[src/rtl/axi_lite_slave_regfile.sv]
// AXI4-Lite responder backed by NUM_REGS 32-bit registers with byte strobes.
// Independent write (AW+W in any order) and read FSMs; out-of-window accesses answer SLVERR.
module axi_lite_slave_regfile #(
  parameter int                    ADDR_WIDTH = 32,
  parameter int                    DATA_WIDTH = 32,
  parameter int                    NUM_REGS   = 4,
  parameter logic [ADDR_WIDTH-1:0] BASE_ADDR  = '0
) (
  input  logic                    aclk,
  input  logic                    areset,
  input  logic [ADDR_WIDTH-1:0]   awaddr,
  input  logic                    awvalid,
  output logic                    awready,
  input  logic [DATA_WIDTH-1:0]   wdata,
  input  logic [DATA_WIDTH/8-1:0] wstrb,
  input  logic                    wvalid,
  output logic                    wready,
  output logic [1:0]              bresp,
  output logic                    bvalid,
  input  logic                    bready,
  input  logic [ADDR_WIDTH-1:0]   araddr,
  input  logic                    arvalid,
  output logic                    arready,
  output logic [DATA_WIDTH-1:0]   rdata,
  output logic [1:0]              rresp,
  output logic                    rvalid,
  input  logic                    rready
);
  localparam int STRB_W = DATA_WIDTH / 8;
  localparam int IDX_W  = (NUM_REGS > 1) ? $clog2(NUM_REGS) : 1;
  localparam logic [ADDR_WIDTH-1:0] WIN_BYTES = ADDR_WIDTH'(4 * NUM_REGS);
  localparam logic [1:0] OKAY = 2'b00, SLVERR = 2'b10;

  typedef enum logic { W_IDLE, W_RESP } w_state_t;
  typedef enum logic { R_IDLE, R_DATA } r_state_t;

  function automatic logic dec_hit(input logic [ADDR_WIDTH-1:0] a);
    logic [ADDR_WIDTH-1:0] off;
    off = a - BASE_ADDR;
    return (a >= BASE_ADDR) && (off < WIN_BYTES);
  endfunction

  function automatic logic [IDX_W-1:0] dec_idx(input logic [ADDR_WIDTH-1:0] a);
    return IDX_W'((a - BASE_ADDR) >> 2);
  endfunction

  logic [NUM_REGS-1:0][DATA_WIDTH-1:0] regs;

  // ---------------- write side ----------------
  w_state_t              w_state, w_next;
  logic                  aw_got, w_got;
  logic [ADDR_WIDTH-1:0] aw_addr_q;
  logic [DATA_WIDTH-1:0] w_data_q;
  logic [STRB_W-1:0]     w_strb_q;
  logic                  aw_hs, w_hs, have_aw, have_w, w_commit, w_hit;
  logic [ADDR_WIDTH-1:0] cur_addr;
  logic [DATA_WIDTH-1:0] cur_data;
  logic [STRB_W-1:0]     cur_strb;
  logic [IDX_W-1:0]      w_idx;

  always_ff @(posedge aclk) begin
    if (areset) w_state <= W_IDLE;
    else        w_state <= w_next;
  end

  // A channel captured on an earlier edge is taken from its latch, otherwise from the bus.
  always_comb begin
    w_next   = w_state;
    w_commit = 1'b0;
    aw_hs    = awvalid && awready;
    w_hs     = wvalid && wready;
    have_aw  = aw_got || aw_hs;
    have_w   = w_got || w_hs;
    cur_addr = aw_got ? aw_addr_q : awaddr;
    cur_data = w_got  ? w_data_q  : wdata;
    cur_strb = w_got  ? w_strb_q  : wstrb;
    w_hit    = dec_hit(cur_addr);
    w_idx    = dec_idx(cur_addr);
    case (w_state)
      W_IDLE: if (have_aw && have_w) begin
        w_commit = 1'b1;
        w_next   = W_RESP;
      end
      W_RESP: if (bready) w_next = W_IDLE;
      default: w_next = W_IDLE;
    endcase
  end

  always_ff @(posedge aclk) begin
    if (areset) begin
      regs      <= '0;
      awready   <= 1'b0;
      wready    <= 1'b0;
      bvalid    <= 1'b0;
      bresp     <= OKAY;
      aw_got    <= 1'b0;
      w_got     <= 1'b0;
      aw_addr_q <= '0;
      w_data_q  <= '0;
      w_strb_q  <= '0;
    end else if (w_commit) begin
      aw_got  <= 1'b0;
      w_got   <= 1'b0;
      awready <= 1'b0;
      wready  <= 1'b0;
      bvalid  <= 1'b1;
      bresp   <= w_hit ? OKAY : SLVERR;
      if (w_hit)
        for (int k = 0; k < STRB_W; k++)
          if (cur_strb[k]) regs[w_idx][8*k +: 8] <= cur_data[8*k +: 8];
    end else if (w_state == W_IDLE) begin
      if (aw_hs) begin
        aw_got    <= 1'b1;
        aw_addr_q <= awaddr;
      end
      if (w_hs) begin
        w_got    <= 1'b1;
        w_data_q <= wdata;
        w_strb_q <= wstrb;
      end
      awready <= !have_aw;
      wready  <= !have_w;
    end else if (bready) begin
      bvalid  <= 1'b0;
      awready <= 1'b1;
      wready  <= 1'b1;
    end
  end

  // ---------------- read side ----------------
  r_state_t r_state, r_next;
  logic     ar_hs;

  always_ff @(posedge aclk) begin
    if (areset) r_state <= R_IDLE;
    else        r_state <= r_next;
  end

  always_comb begin
    r_next = r_state;
    ar_hs  = arvalid && arready;
    case (r_state)
      R_IDLE:  if (ar_hs)  r_next = R_DATA;
      R_DATA:  if (rready) r_next = R_IDLE;
      default: r_next = R_IDLE;
    endcase
  end

  // regs is sampled before this edge's write lands, so a colliding read sees old data.
  always_ff @(posedge aclk) begin
    if (areset) begin
      arready <= 1'b0;
      rvalid  <= 1'b0;
      rdata   <= '0;
      rresp   <= OKAY;
    end else if (r_state == R_IDLE) begin
      if (ar_hs) begin
        rdata   <= dec_hit(araddr) ? regs[dec_idx(araddr)] : '0;
        rresp   <= dec_hit(araddr) ? OKAY : SLVERR;
        rvalid  <= 1'b1;
        arready <= 1'b0;
      end else begin
        arready <= 1'b1;
      end
    end else if (rready) begin
      rvalid  <= 1'b0;
      arready <= 1'b1;
    end
  end
endmodule

[config.mk]
export PLATFORM = sky130hd
export DESIGN_NAME = axi_lite_slave_regfile
export DESIGN_NICKNAME = d
export VERILOG_FILES = /design/src/rtl/axi_lite_slave_regfile.sv
export SDC_FILE = /design/constraint.sdc
export NUM_CORES = 1
export LEC_CHECK = 0
export CORE_ASPECT_RATIO = 1.5
export CORE_MARGIN = 2
export CORE_UTILIZATION = 55
export CTS_CLUSTER_SIZE = 10
export DETAILED_ROUTE_END_ITERATION = 8
export GPL_ROUTABILITY_DRIVEN = 0
export PLACE_DENSITY = 0.86
export SYNTH_ARGS = -nofsm -noshare
export SYNTH_HDL_FRONTEND = slang
export SYNTH_SLANG_ARGS = --single-unit
[constraint.sdc]
create_clock -name aclk -period 3.9 [get_ports aclk]
set_clock_uncertainty 0.05 [all_clocks]
set_input_delay 0.39 -clock aclk [delete_from_list [all_inputs] [get_ports aclk]]
set_output_delay 0.39 -clock aclk [all_outputs]
set_load 0.01 [all_outputs]
==> results.py <==
metrics = {
    "drt": {
        "drtIter0Drc": 571,
        "vias_per_cell": 6.02,
        "drc": 0,
        "first_pass_iters": 5,
        "vias": 8435,
        "wl_per_cell_um": 18.0,
        "wirelength_um": 25200,
        "drtAntennaViolNets": 0,
    },
    "power": {
        "p_seq_frac": 0.492,
        "p_comb_frac": 0.098,
        "pwr-share-clk": 0.410,
        "power.density_nw_per_um2": 409,
        "power.net_switching_mw": 1.20,
        "swShare": 0.237,
        "p_int_mw": 3.88,
        "power_leakage_nw": 3.95,
        "peakVddDrop_uv": 324,
    },
    "synth": {
        "synth_edf_count": 0,
        "ys.flop_type": "dfxtp_1",
        "async_flop_share": 0,
        "synth_cell_type_count": 44,
        "avgSynthCellArea_sq_um": 9.82,
        "syn_area_sq_um": 10300,
        "ys_ff_latch": 237,
        "seq_area_frac_synth": 0.462,
        "synth_cells": 1047,
        "synth_warnings": 0,
    },
    "critical_path": {
        "worstSetupStartpointType": "flip-flop",
        "worst-path-max-fanout": 32,
        "cp_slowest_cell": "dfxtp_1",
        "crit_path_end_kind": "flip-flop",
        "critical-path-max-stage-delay_ps": 630,
        "ff2ff_setup_slack_ps": 1030,
        "r2r_cells": 6,
        "cp_data_arrival_time_ps": 3170,
        "critical_path_cell_count": 6,
        "critPathKind": "flip-flop to flip-flop",
        "worstPathCellList": "nor4b_1 > nand4_1 > nor4_4 > buf_4 > o211a_4 > a221oi_1",
        "worst_path_dominant_cell_family": "simple AND/OR/NAND/NOR gates",
        "crit_buf_inv": 1,
        "required_ps": 4200,
    },
    "cells_and_area": {
        "fin_util": 0.676,
        "fin_cells": 1402,
        "drive_above_1_share": 0.112,
        "n_antenna_cell": 0,
        "nNetsFinal": 1258,
        "area_delta_synth_final_pct": 21.1,
    },
    "min_path": {
        "whs_path_depth": 2,
        "hold_path.class": "input port to flip-flop",
    },
    "clock_network": {
        "cts-htree-levels": 1,
        "clk_pin_slew_ps": 50,
        "cts.sinks": 237,
        "cts_root_buffer": "clkbuf_16",
        "hold_buffers": 0,
        "cts_tree": "done",
        "cts_resized": 0,
        "clk_path_buf_depth": 3,
        "post-cts-setup-buffer-count": 0,
        "insertion_delay_ps": 510,
        "cts_buffers": 27,
    },
    "timing": {
        "hold_ws_ps": 295,
        "tns_ps": 0,
        "tightest_slew_ps": 1020,
        "fin_crit_sh": 0.737,
        "drv_slew": 0,
        "min_period_ps": 2870,
        "grt_setup_unrepaired": "no",
        "slew-limit-headroom": 0.321,
        "fmax_mhz": 348,
        "hold_viol_final": 0,
        "setup_viol": 0,
        "final.setup.worst_slack_ps": 1030,
    },
    "floorplanning": {
        "rows": 61,
        "die_x_um": 116,
        "coreArea_sq_um": 18400,
        "fp.dieArea_sq_um": 19800,
        "fp.dieH_um": 171,
        "start_util": 0.559,
        "ioPinCount": 148,
    },
    "grt": {
        "grt_pass1_wl_um": 41100,
        "use_met2": 0.446,
        "grtUsageTotal": 0.253,
        "gr-total-overflow": 0,
        "use_met1": 0.306,
        "antenna_found_initial": 0,
        "busiest_layer": "met2",
        "grt_pass1_vias": 8569,
        "grt_max_degree": 98,
        "use_met3": 0.0444,
    },
    "placed_design": {
        "io_buffers": 141,
        "dp_hpwl_um": 16600,
        "place_ws_ps": 912,
        "dp.cells": 1374,
    },
    "outcome": {
        "status": "finished clean",
    },
    "job": {
        "max_cap_viol_count": 0,
    },
}
[worst paths after layout]
| check | from | endpoint |
|---|---|---|
| setup / recovery | aw_got | regs[61] |
| hold / removal | areset | rdata[7] |
| hold reg to reg | aw_addr_q[23] | aw_addr_q[23] |
| setup reg to reg | aw_got | regs[61] |
[metrics by stage]
stage,area [sq um],power (mW)
2_1_floorplan,10300,2.84
3_3_place_gp,11800,3.03
3_5_place_dp,11800,3.04
4_1_cts,12400,5.11
5_1_grt,12400,5.25
6_report,12400,5.08
[state kept, by name, indices dropped and copies added, names as in the netlist, 4 cells and up]
| register | count |
|---|---|
| rdata | 32 |
| aw_addr_q | 30 |
| regs | 128 |
| w_data_q | 32 |
| w_strb_q | 4 |
[layout make-up]
class                           count  area (sq um)
Sequential cell                   237          4750
Fill cell                        1348          5950
Timing Repair Buffer              156          1540
Clock inverter                      1          5.00
Inverter                          130           488
Multi-Input combinational cell    599          4670
Tap cell                          252           315
Clock buffer                       27           676
[cell usage in the layout, fill, tap and decap left out, types with 3 or more instances in the layout]
| master | instances |
|---|---|
| nor3_1 | 8 |
| nor2b_1 | 35 |
| o211a_1 | 3 |
| clkbuf_16 | 27 |
| a21oi_1 | 70 |
| buf_4 | 13 |
| a221oi_2 | 20 |
| clkdlybuf4s50_1 | 138 |
| nand2_1 | 140 |
| mux2_2 | 4 |
| a22oi_1 | 33 |
| o2111ai_4 | 16 |
| nor2_1 | 49 |
| inv_1 | 130 |
| a221oi_1 | 108 |
| nand4_1 | 4 |
| mux4_2 | 32 |
| mux2i_1 | 4 |
| nor4_1 | 14 |
| dfxtp_1 | 236 |
| a211oi_1 | 33 |
[power groups by stage]
stage	Combinational, mW	Clock (mW)	Sequential [mW]
after floorplan	0.299	0	2.54
after CTS	0.496	2.11	2.50
after global placement	0.483	0	2.55
final	0.498	2.09	2.50
after global routing	0.542	2.20	2.50
after detailed placement	0.493	0	2.55
[routing by layer]
| layer | part of all wire | routed length [um] |
|---|---|---|
| met1 | 0.39 | 9720 |
| met2 | 0.51 | 12900 |
| met3 | 0.079 | 1990 |
| met4 | 0.025 | 622 |
| met5 | 0 | 0 |
[synth_stat cells, types with 2 or more instances]
cell type,n,area [sq um]
dfxtp_1,237,4740
nand2_1,140,526
inv_1,130,488
a221oi_1,108,946
a21oi_1,70,350
clkbuf_1,54,203
nor2_1,50,188
nor2b_1,35,219
a211oi_1,33,248
a22oi_1,33,248
mux4_2,32,721
a221oi_2,20,300
o2111ai_4,16,420
nor4_1,14,87.6
buf_2,13,65.1
nor3_1,8,40.0
buf_4,6,45.0
buf_6,5,56.3
mux2_2,4,45.0
mux2i_1,4,40.0
nand4_1,4,25.0
buf_1,3,11.3
o211a_1,3,30.0
and2_1,2,12.5
nand2b_1,2,12.5
nand3_1,2,10.0
nor4_2,2,25.0
[cell families (layout without fill, tap and decap cells)]
group	Yosys count	in the layout	share of synthesized area
muxes	40	40	0.0784
buffers and inverters	212	314	0.0852
AOI/OAI and AO/OA	292	292	0.257
other	1	2	0.000365
DFF	237	237	0.462
and+or+nand+nor	265	265	0.118
Note: power is estimated with default switching activity, not from simulation.
